==> src/rtl/mmio_uart_tx_pkg.sv <==
// Shared definitions for the memory-mapped UART transmitter.
// Register offsets, STATUS bit positions, FSM encoding and the baud reload helper.
package mmio_uart_tx_pkg;

  localparam logic [1:0] OFF_TXDATA = 2'd0;
  localparam logic [1:0] OFF_STATUS = 2'd1;
  localparam logic [1:0] OFF_DIV    = 2'd2;

  localparam int ST_FULL_BIT  = 0;
  localparam int ST_EMPTY_BIT = 1;
  localparam int ST_BUSY_BIT  = 2;
  localparam int ST_OVF_BIT   = 3;
  localparam int ST_CNT_LSB   = 8;

  typedef enum logic [1:0] {
    TX_IDLE  = 2'd0,
    TX_START = 2'd1,
    TX_DATA  = 2'd2,
    TX_STOP  = 2'd3
  } tx_state_e;

  // DIV of 0 and 1 both mean one clock per bit.
  function automatic logic [15:0] baud_reload(input logic [15:0] div);
    return (div == 16'd0) ? 16'd0 : div - 16'd1;
  endfunction

endpackage

==> src/rtl/mmio_uart_tx_sync_fifo.sv <==
// Synchronous FIFO holding queued TX bytes; head is the oldest entry.
// Pushes while full and pops while empty are ignored.
module sync_fifo #(
  parameter int WIDTH = 8,
  parameter int DEPTH = 16
) (
  input  logic                     clk,
  input  logic                     rst_n,
  input  logic                     push,
  input  logic                     pop,
  input  logic [WIDTH-1:0]         din,
  output logic [WIDTH-1:0]         head,
  output logic                     full,
  output logic                     empty,
  output logic [$clog2(DEPTH):0]   count
);

  localparam int AW = $clog2(DEPTH);

  logic [WIDTH-1:0] mem_q [DEPTH];
  logic [AW-1:0]    wr_ptr_q, wr_ptr_d;
  logic [AW-1:0]    rd_ptr_q, rd_ptr_d;
  logic [AW:0]      count_q, count_d;
  logic             do_push, do_pop;

  assign full  = (count_q == (AW+1)'(DEPTH));
  assign empty = (count_q == '0);
  assign count = count_q;
  assign head  = mem_q[rd_ptr_q];

  always_comb begin
    do_push  = push & ~full;
    do_pop   = pop & ~empty;
    wr_ptr_d = do_push ? wr_ptr_q + 1'b1 : wr_ptr_q;
    rd_ptr_d = do_pop  ? rd_ptr_q + 1'b1 : rd_ptr_q;
    count_d  = count_q;
    case ({do_push, do_pop})
      2'b10:   count_d = count_q + 1'b1;
      2'b01:   count_d = count_q - 1'b1;
      default: count_d = count_q;
    endcase
  end

  always_ff @(posedge clk or negedge rst_n) begin
    if (!rst_n) begin
      wr_ptr_q <= '0;
      rd_ptr_q <= '0;
      count_q  <= '0;
    end else begin
      wr_ptr_q <= wr_ptr_d;
      rd_ptr_q <= rd_ptr_d;
      count_q  <= count_d;
    end
  end

  always_ff @(posedge clk) begin
    if (do_push) mem_q[wr_ptr_q] <= din;
  end

endmodule

==> src/rtl/mmio_uart_tx.sv <==
// Memory-mapped 8N1 UART transmitter on the backend SRAM-style data bus.
// Decodes its own 16-byte window; stores queue bytes, loads return STATUS and DIV.
module mmio_uart_tx
  import mmio_uart_tx_pkg::*;
#(
  parameter logic [12:0] BASE    = 13'h1FFF,
  parameter int          DEPTH   = 16,
  parameter logic [15:0] DIV_RST = 16'd868
) (
  input  logic        clk,
  input  logic        rst,
  input  logic        ce,
  input  logic        oe,
  input  logic        we,
  input  logic [3:0]  be,
  input  logic [14:0] addr,
  input  logic [31:0] din,
  output logic [31:0] dout,
  output logic        dout_en,
  output logic        tx,
  output logic        irq
);

  localparam int CW = $clog2(DEPTH) + 1;

  logic          sel, rd, wr, push, pop, ovf_clr;
  logic [1:0]    off;
  logic          full, empty, busy, bit_end, start_frame;
  logic [CW-1:0] count;
  logic [7:0]    head;
  logic [31:0]   status;
  logic          unused_bits;

  logic [15:0] div_q, div_d;
  logic        ovf_q, ovf_d;
  tx_state_e   state_q, state_d;
  logic [15:0] cnt_q, cnt_d;
  logic [2:0]  bit_q, bit_d;
  logic [7:0]  shreg_q, shreg_d;
  logic        tx_q, tx_d;

  assign unused_bits = ^{din[31:16], be[3:2]};

  // Reads are suppressed while reset is held so the load bus stays released.
  always_comb begin
    sel     = ~ce & (addr[14:2] == BASE);
    off     = addr[1:0];
    rd      = rst & sel & ~oe & we;
    wr      = sel & ~we;
    push    = wr & (off == OFF_TXDATA) & ~be[0];
    ovf_clr = wr & (off == OFF_STATUS) & ~be[0] & din[ST_OVF_BIT];
  end

  sync_fifo #(.WIDTH(8), .DEPTH(DEPTH)) u_fifo (
    .clk   (clk),
    .rst_n (rst),
    .push  (push),
    .pop   (pop),
    .din   (din[7:0]),
    .head  (head),
    .full  (full),
    .empty (empty),
    .count (count)
  );

  assign busy    = (state_q != TX_IDLE);
  assign bit_end = (cnt_q == 16'd0);
  assign irq     = ~(empty & ~busy);
  assign tx      = tx_q;
  assign dout_en = ~rd;

  always_comb begin
    status                      = '0;
    status[ST_FULL_BIT]         = full;
    status[ST_EMPTY_BIT]        = empty;
    status[ST_BUSY_BIT]         = busy;
    status[ST_OVF_BIT]          = ovf_q;
    status[ST_CNT_LSB +: 8]     = 8'(count);
    dout = '0;
    if (rd) begin
      case (off)
        OFF_STATUS: dout = status;
        OFF_DIV:    dout = {16'h0000, div_q};
        default:    dout = '0;
      endcase
    end
  end

  // Overflow set takes priority over a clear in the same cycle.
  always_comb begin
    div_d = div_q;
    if (wr && (off == OFF_DIV)) begin
      if (!be[0]) div_d[7:0]  = din[7:0];
      if (!be[1]) div_d[15:8] = din[15:8];
    end
    ovf_d = ovf_q;
    if (ovf_clr)      ovf_d = 1'b0;
    if (push && full) ovf_d = 1'b1;
  end

  always_comb begin
    state_d = state_q;
    case (state_q)
      TX_IDLE:  if (!empty) state_d = TX_START;
      TX_START: if (bit_end) state_d = TX_DATA;
      TX_DATA:  if (bit_end && (bit_q == 3'd7)) state_d = TX_STOP;
      TX_STOP:  if (bit_end) state_d = empty ? TX_IDLE : TX_START;
      default:  state_d = TX_IDLE;
    endcase
  end

  // A new frame begins from IDLE or straight out of a finished stop bit.
  always_comb begin
    start_frame = ~empty & ((state_q == TX_IDLE) | ((state_q == TX_STOP) & bit_end));
    pop         = 1'b0;
    cnt_d       = cnt_q;
    bit_d       = bit_q;
    shreg_d     = shreg_q;
    tx_d        = tx_q;
    if (busy && !bit_end) cnt_d = cnt_q - 16'd1;
    case (state_q)
      TX_IDLE: tx_d = 1'b1;
      TX_START: begin
        if (bit_end) begin
          tx_d  = shreg_q[0];
          bit_d = 3'd0;
          cnt_d = baud_reload(div_q);
        end
      end
      TX_DATA: begin
        if (bit_end) begin
          cnt_d = baud_reload(div_q);
          if (bit_q == 3'd7) begin
            tx_d = 1'b1;
          end else begin
            tx_d    = shreg_q[1];
            shreg_d = {1'b0, shreg_q[7:1]};
            bit_d   = bit_q + 3'd1;
          end
        end
      end
      TX_STOP: begin
        if (bit_end) begin
          tx_d  = 1'b1;
          cnt_d = baud_reload(div_q);
        end
      end
      default: tx_d = 1'b1;
    endcase
    if (start_frame) begin
      pop     = 1'b1;
      shreg_d = head;
      tx_d    = 1'b0;
      cnt_d   = baud_reload(div_q);
    end
  end

  always_ff @(posedge clk or negedge rst) begin
    if (!rst) state_q <= TX_IDLE;
    else      state_q <= state_d;
  end

  always_ff @(posedge clk or negedge rst) begin
    if (!rst) begin
      div_q <= DIV_RST;
      ovf_q <= 1'b0;
      cnt_q <= 16'd0;
      bit_q <= 3'd0;
      tx_q  <= 1'b1;
    end else begin
      div_q <= div_d;
      ovf_q <= ovf_d;
      cnt_q <= cnt_d;
      bit_q <= bit_d;
      tx_q  <= tx_d;
    end
  end

  always_ff @(posedge clk) begin
    shreg_q <= shreg_d;
  end

endmodule
==> config.mk <==
export PLATFORM = sky130hd
export DESIGN_NAME = mmio_uart_tx
export DESIGN_NICKNAME = d
export VERILOG_FILES = /design/src/rtl/mmio_uart_tx_pkg.sv /design/src/rtl/mmio_uart_tx_sync_fifo.sv /design/src/rtl/mmio_uart_tx.sv
export SDC_FILE = /design/constraint.sdc
export NUM_CORES = 1
export LEC_CHECK = 0
export BUFFER_PORTS_ARGS = -buffer_cell sky130_fd_sc_hd__buf_2
export CORE_MARGIN = 2
export CORE_UTILIZATION = 45
export CTS_BUF_LIST = sky130_fd_sc_hd__clkbuf_8
export DETAILED_ROUTE_END_ITERATION = 12
export PLACE_DENSITY = 0.7
export SLEW_MARGIN = 20
export SYNTH_ARGS = -nofsm -noshare
export SYNTH_HDL_FRONTEND = slang
export SYNTH_SLANG_ARGS = --single-unit
==> constraint.sdc <==
create_clock -name clk -period 4 [get_ports clk]
set_input_delay 0.4 -clock clk [delete_from_list [all_inputs] [get_ports clk]]
set_output_delay 0.4 -clock clk [all_outputs]
set_load 0.005 [all_outputs]
* Word-level counts from Yosys, hierarchy flattened
Memories as Yosys holds them, arrays and structs flattened.
Cells that the tools add are included.
** Storage, ports and cells
- Flip-flop bits (word level) :: 60
- RAM bits :: 128
- Bits of input ports :: 56
- Memories kept :: 1
** Cells by class
- Add/subtract/negate cells :: 7
- Eq/ne operators :: 20
- Mux-type cells :: 33
- Bitwise operators :: 26
- Reduce and logical (&&, ||, !) cells :: 23
** Memory list
- u_fifo.mem_q :: words 16, bits a word 8, rd ports 1, clocked after memory_dff 0, write ports 1, RTL line mmio_uart_tx_sync_fifo.sv:20 : logic [WIDTH-1:0] mem_q [DEPTH];
** Operators by type and width (number)
- 16-bit 2-to-1 mux :: 6
- 16-bit zero test :: 2
- 8-bit 2-to-1 mux :: 4
- 16-bit case mux with 2 select lines :: 1
- 16-bit by 1-bit subtractor with 16-bit output (second input constant) :: 2
- 1-bit bitwise AND :: 15
- 2-bit != test (second input constant) :: 7
- 13-bit == test (second input constant) :: 1
- 2-bit nonzero test :: 6
- 1-bit 2-to-1 mux :: 11
- 1-bit inverter :: 10
- 5-bit case mux with 2 select lines :: 1
- 3-bit 2-to-1 mux :: 3
- 3-bit != test (second input constant) :: 3
- 4-bit by 1-bit adder with 4-bit output (second input constant) :: 2
- 2-bit == test (second input constant) :: 4
- 2-bit 2-to-1 mux :: 4
- 2-bit case mux with 4 select lines :: 1
- 4-bit AND reduction :: 2
- 2-bit by 1-bit == test with 1-bit output (second input constant) :: 3
- 3-bit case mux with 2 select lines :: 1
- 3-bit AND reduction :: 2
- 5-bit by 1-bit adder with 5-bit output (second input constant) :: 1
- 5-bit == test (second input constant) :: 1
- 11 further kinds :: 16

* Depth between registers and ports, before layout
- Depth after elaboration :: 8
- Depth in mapped cells :: 14
- Gate-level depth less buffers :: 14

* Hierarchy
Synthesis repeated with hierarchy kept, for this count alone.
** Second synthesis, totals
- Cells, all modules :: 645
- Area, all modules :: 9002.4 sq um
** Modules (own cells, without submodules)
- sync_fifo :: instances 1, cells each 332, area an instance 5779.3 sq um
- mmio_uart_tx :: instances 1, cells each 313, area an instance 3223.1 sq um

* Worst setup path before layout
OpenSTA, ideal clock, no wires.
- Kind :: reg-to-reg
- Start point :: reg cnt_q[0]
- End point :: reg u_fifo.count_q[4], in the netlist u_fifo.count[4]
- Arrival :: 3.253 ns
- Required time :: 3.921 ns
- Setup slack :: 0.667 ns
- Stages on the path, launching flop included :: 15
- Buffers on the path :: 0
- Clock period less this slack :: 3.333 ns
- Path through :: dfrtp_1 -> inv_1 -> ha_1 -> or3b_2 -> nor4b_4 -> a31oi_2 -> inv_2 -> ha_1 -> inv_1 -> fa_1 -> nor2b_1 -> o21ai_0 -> and3_1 -> nor3_1 -> xor2_1
** Between the ends
- Longest elaborated chain between the ends :: 8
- Elaborated cells on any way between the ends :: 10
** Ends and longest elaborated chain
- start: declaration :: RTL line mmio_uart_tx.sv:37 : logic [15:0] cnt_q, cnt_d;
- start signal: assignment :: RTL line mmio_uart_tx.sv:173 : cnt_q <= cnt_d;
- 16-bit zero test (*) :: RTL line mmio_uart_tx.sv:67 : assign bit_end = (cnt_q == 16'd0);
- 1-bit bitwise AND (*) :: RTL line mmio_uart_tx.sv:114 : start_frame = ~empty & ((state_q == TX_IDLE) | ((state_q == TX_STOP) & bit_end));
- 1-bit bitwise OR (*) :: RTL line mmio_uart_tx.sv:114
- 1-bit bitwise AND (*) :: RTL line mmio_uart_tx.sv:114
- 1-bit 2-to-1 mux (*) :: RTL line mmio_uart_tx.sv:150 : if (start_frame) begin
- via pop :: RTL line mmio_uart_tx.sv:26 : logic sel, rd, wr, push, pop, ovf_clr;
- 1-bit bitwise AND (*) :: RTL line mmio_uart_tx_sync_fifo.sv:33 : do_pop = pop & ~empty;
- 2-bit by 1-bit == test with 1-bit output or 2-bit == test (tied branches) :: RTL line mmio_uart_tx_sync_fifo.sv:37 : case ({do_push, do_pop})
- 5-bit case mux with 2 select lines or 2-bit nonzero test (tied branches)
- end signal: assignment :: RTL line mmio_uart_tx_sync_fifo.sv:52 : count_q <= count_d;
- end: declaration :: RTL line mmio_uart_tx_sync_fifo.sv:23 : logic [AW:0] count_q, count_d;
Mark *: on every way through the listed nets, which the timed path passes. The rest lies on a longest branch.
A chain may end at the register's enable or synchronous reset.

* Worst setup path in the final report
Ends and elaborated chain as after synthesis.

==> flow_metrics.env <==
export IMPL_dieArea_sq_mm=0.0209
export IMPL_overflow=0
export IMPL_layout_commonest_cell="edfxtp_1"
export IMPL_critPathArrivalTime_ns=3.86
export IMPL_power_frac_clock_pct=21.2
export IMPL_synthDominantCellAreaShare_pct=46.0
export IMPL_setup_viol=0
export IMPL_ff2ff_setup_slack_ns=0.52
export IMPL_synth_enable_flop_cells=136
export IMPL_hold_buffers=0
export IMPL_place_inst=923
export IMPL_antenna_found_initial=0
export IMPL_reg2reg_to="u_fifo.count[4]"
export IMPL_h_tree_depth=4
export IMPL_reg2regPathDepth=14
export IMPL_cp_required_ns=4.38
export IMPL_synth_compound_area_share_pct=6.40
export IMPL_clk_pin_slew_worst_paths_ns=0.10
export IMPL_final_cells=955
export IMPL_rr_startpoint="cnt_q[0]"
export IMPL_diodes=0
export IMPL_cts_sinks=188
export IMPL_slew_viol_final=0
export IMPL_wl_per_cell_um=18.7
export IMPL_rsz0062_at_grt="false"
export IMPL_seq_area_frac_synth_pct=60.8
export IMPL_grt_pass1_wl_um=28500
export IMPL_relSlewSlack_pct=37.8
export IMPL_drtPass1Iterations=4
export IMPL_final_cell_mix="edfxtp_1 (136), buf_2 (56), dfrtp_1 (45)"
export IMPL_syn_area_sq_mm=0.00888
export IMPL_grt_total_usage_pct=18.2
export IMPL_status="complete, no violations"
export IMPL_routed_via_density=5.58
export IMPL_synth_area_top_cells="edfxtp_1 (46%), dfrtp_1 (13%), mux4_2 (8.4%), ha_1 (3.1%), mux2_2 (2.5%)"
export IMPL_clk_latency_ns=0.46
export IMPL_power_leakage_uw=0.00373
export IMPL_cap_violations=0
export IMPL_switching_share_pct=34.6
export IMPL_fmax_mhz=287
export IMPL_grt_max_degree=53
export IMPL_synthesis_instances=625
export IMPL_clockBufferDepth=2
export IMPL_synth_top_family_by_area="multiplexers"
export IMPL_pin_count=91
export IMPL_drtIter0Drc=306
export IMPL_synthSimpleGateAreaFrac_pct=10.2
export IMPL_postSynthAreaPerCell_sq_um=14.2
export IMPL_hp_class="in2async"
export IMPL_hpwlAfterDp_um=12400
export IMPL_endpoint_kind="flop"
export IMPL_synth_warnings=0
export IMPL_crit_path_start="cnt_q[0]"
export IMPL_async_flop_share_pct=27.7
export IMPL_cts_repair_resized=0
export IMPL_final_layout_size_suffix_gt1_share_pct=23.9
export IMPL_vias=5330
export IMPL_root_buffer="clkbuf_8"
export IMPL_synth_xor_area_share_pct=2.37
export IMPL_critPathLaunchType="flop"
export IMPL_fin_util_pct=50.3
export IMPL_die_h_um=144
export IMPL_cts_tree="yes"
export IMPL_critPathMaxFanout=4
export IMPL_seqPwrFrac_pct=44.9
export IMPL_gp_congestion=0.843
export IMPL_core_area_sq_mm=0.0194
export IMPL_ir_drop_mv=0.246
export IMPL_finClkSkew_ns=0.0141
export IMPL_synth_largest_area_cell="edfxtp_1"
export IMPL_drc=0
export IMPL_post_cts_setup_buffers=0
export IMPL_holdWs_ns=0.0672
export IMPL_drtAntennaViolNets=0
export IMPL_synth_distinct_cells=64
export IMPL_period_share_pct=87.0
export IMPL_endpoint="u_fifo.count[4]"
export IMPL_area_delta_synth_final_pct=9.88
export IMPL_portBuffers=56
export IMPL_die_w_um=144
export IMPL_path_class="reg2reg"
export IMPL_nets=756
export IMPL_cts_buffers=17
export IMPL_setup_tns_ns=0
export IMPL_intPower_uw=3790
export IMPL_worst_pin_slew_ns=0.934
export IMPL_switchingPower_uw=2010
export IMPL_layout_min_cycle_time_ns=3.48
export IMPL_first_global_vias=5459
export IMPL_pwr_share_comb_pct=33.9
export IMPL_synth_ff_type="edfxtp_1"
export IMPL_num_rows=51
export IMPL_muxShareOfSynthArea_pct=13.1
export IMPL_synthAdderAreaFrac_pct=3.33
export IMPL_wl_um=17800
export IMPL_start_util_pct=45.8
export IMPL_power_density_mw_per_mm2=594
export IMPL_timing_hold_violations_final=0
export IMPL_synth_seq_cells=188
## critical path, cell delays in order (launching register included)
cell and delay [ns]:
dfrtp_1 0.42, inv_1 0.09, ha_1 0.19, or3b_2 0.51
nor4b_4 0.35, a31oi_2 0.17, inv_2 0.12, ha_1 0.23
inv_1 0.10, fa_1 0.41, nor2b_1 0.15, o21ai_0 0.13
and3_1 0.21, nor3_1 0.17, xor2_1 0.16
## kinds of logic after synthesis
group	count (synthesis)
buf+inv	71
flops	188
fa+ha+maj	23
xor+xnor	24
compound gates	79
mux	72
simple gates	167
other cells	1
## worst min path at each step
stage	start	end	depth (start not counted)
floorplan	rst	bit_q[0]	0
global placement	ovf_q	ovf_q	1
detailed placement	ovf_q	ovf_q	1
CTS	rst	div_q[15]	2
global route	rst	u_fifo.count[3]	2
finish	rst	u_fifo.count[3]	2
## through the flow
step | total power, uW | worst slack, ns | cell area, sq um
floorplan | 4130 | 0.667 | 8930
global placement | 4530 | 0.667 | 9360
detailed placement | 4620 | 0.579 | 9360
CTS | 5850 | 0.525 | 9750
global route | 6150 | 0.300 | 9750
finish | 5790 | 0.521 | 9750
## metal layers
layer | vias to the layer above | wire length (um) | global-route usage (%)
li1 | 2464 | - | -
met1 | 2727 | 7430 | 22.4
met3 | 24 | 636 | 3.28
met4 | 0 | 372 | 6.64
met2 | 115 | 9380 | 32.2
met5 | - | 0 | 0
## flip-flops by register name, indices dropped and copies added (netlist names)
signal,count
tx,1
ovf_q,1
div_q,16
cnt_q,16
bit_q,3
shreg_q,8
u_fifo.count,5
state_q,2
u_fifo.rd_ptr_q,4
u_fifo.wr_ptr_q,4
u_fifo.mem_q,128
## cell type report
class | count | area, sq um
Fill cell | 1664 | 9650
Sequential cell | 188 | 5390
Multi-Input combinational cell | 381 | 3190
Timing Repair Buffer | 66 | 355
Tap cell | 265 | 332
Clock buffer | 17 | 234
Clock inverter | 15 | 158
Inverter | 23 | 86.3
## power groups by stage
stage / combinational (uW) / clock [uW] / sequential, uW
after detailed placement: 1970 / 0 / 2650
after CTS: 1980 / 1260 / 2610
after global placement: 1900 / 0 / 2630
final: 1960 / 1230 / 2600
after global routing: 2170 / 1330 / 2650
after floorplan: 1680 / 0 / 2460
## cells in the mapped netlist, types with 6 or more instances
master    count
or4_1         6
a22oi_1       8
and2_1       13
ha_1         22
and3_1       12
a221oi_1      7
or3_1         6
edfxtp_1    136
mux2_2       20
nor2b_1       6
xnor2_1      15
nand2_1      35
a21oi_1       9
mux4_2       33
clkbuf_1     21
buf_2         6
nand4_1       6
dfrtp_1      46
o21ai_0      21
nor2_1       29
inv_1        22
nor4_1       13
buf_4        16
dfstp_2       6
mux2i_1      19
xor2_1        9
a22o_1        8
nand3_1       8
nor3_1       18
(Power assumes the default switching activity.)
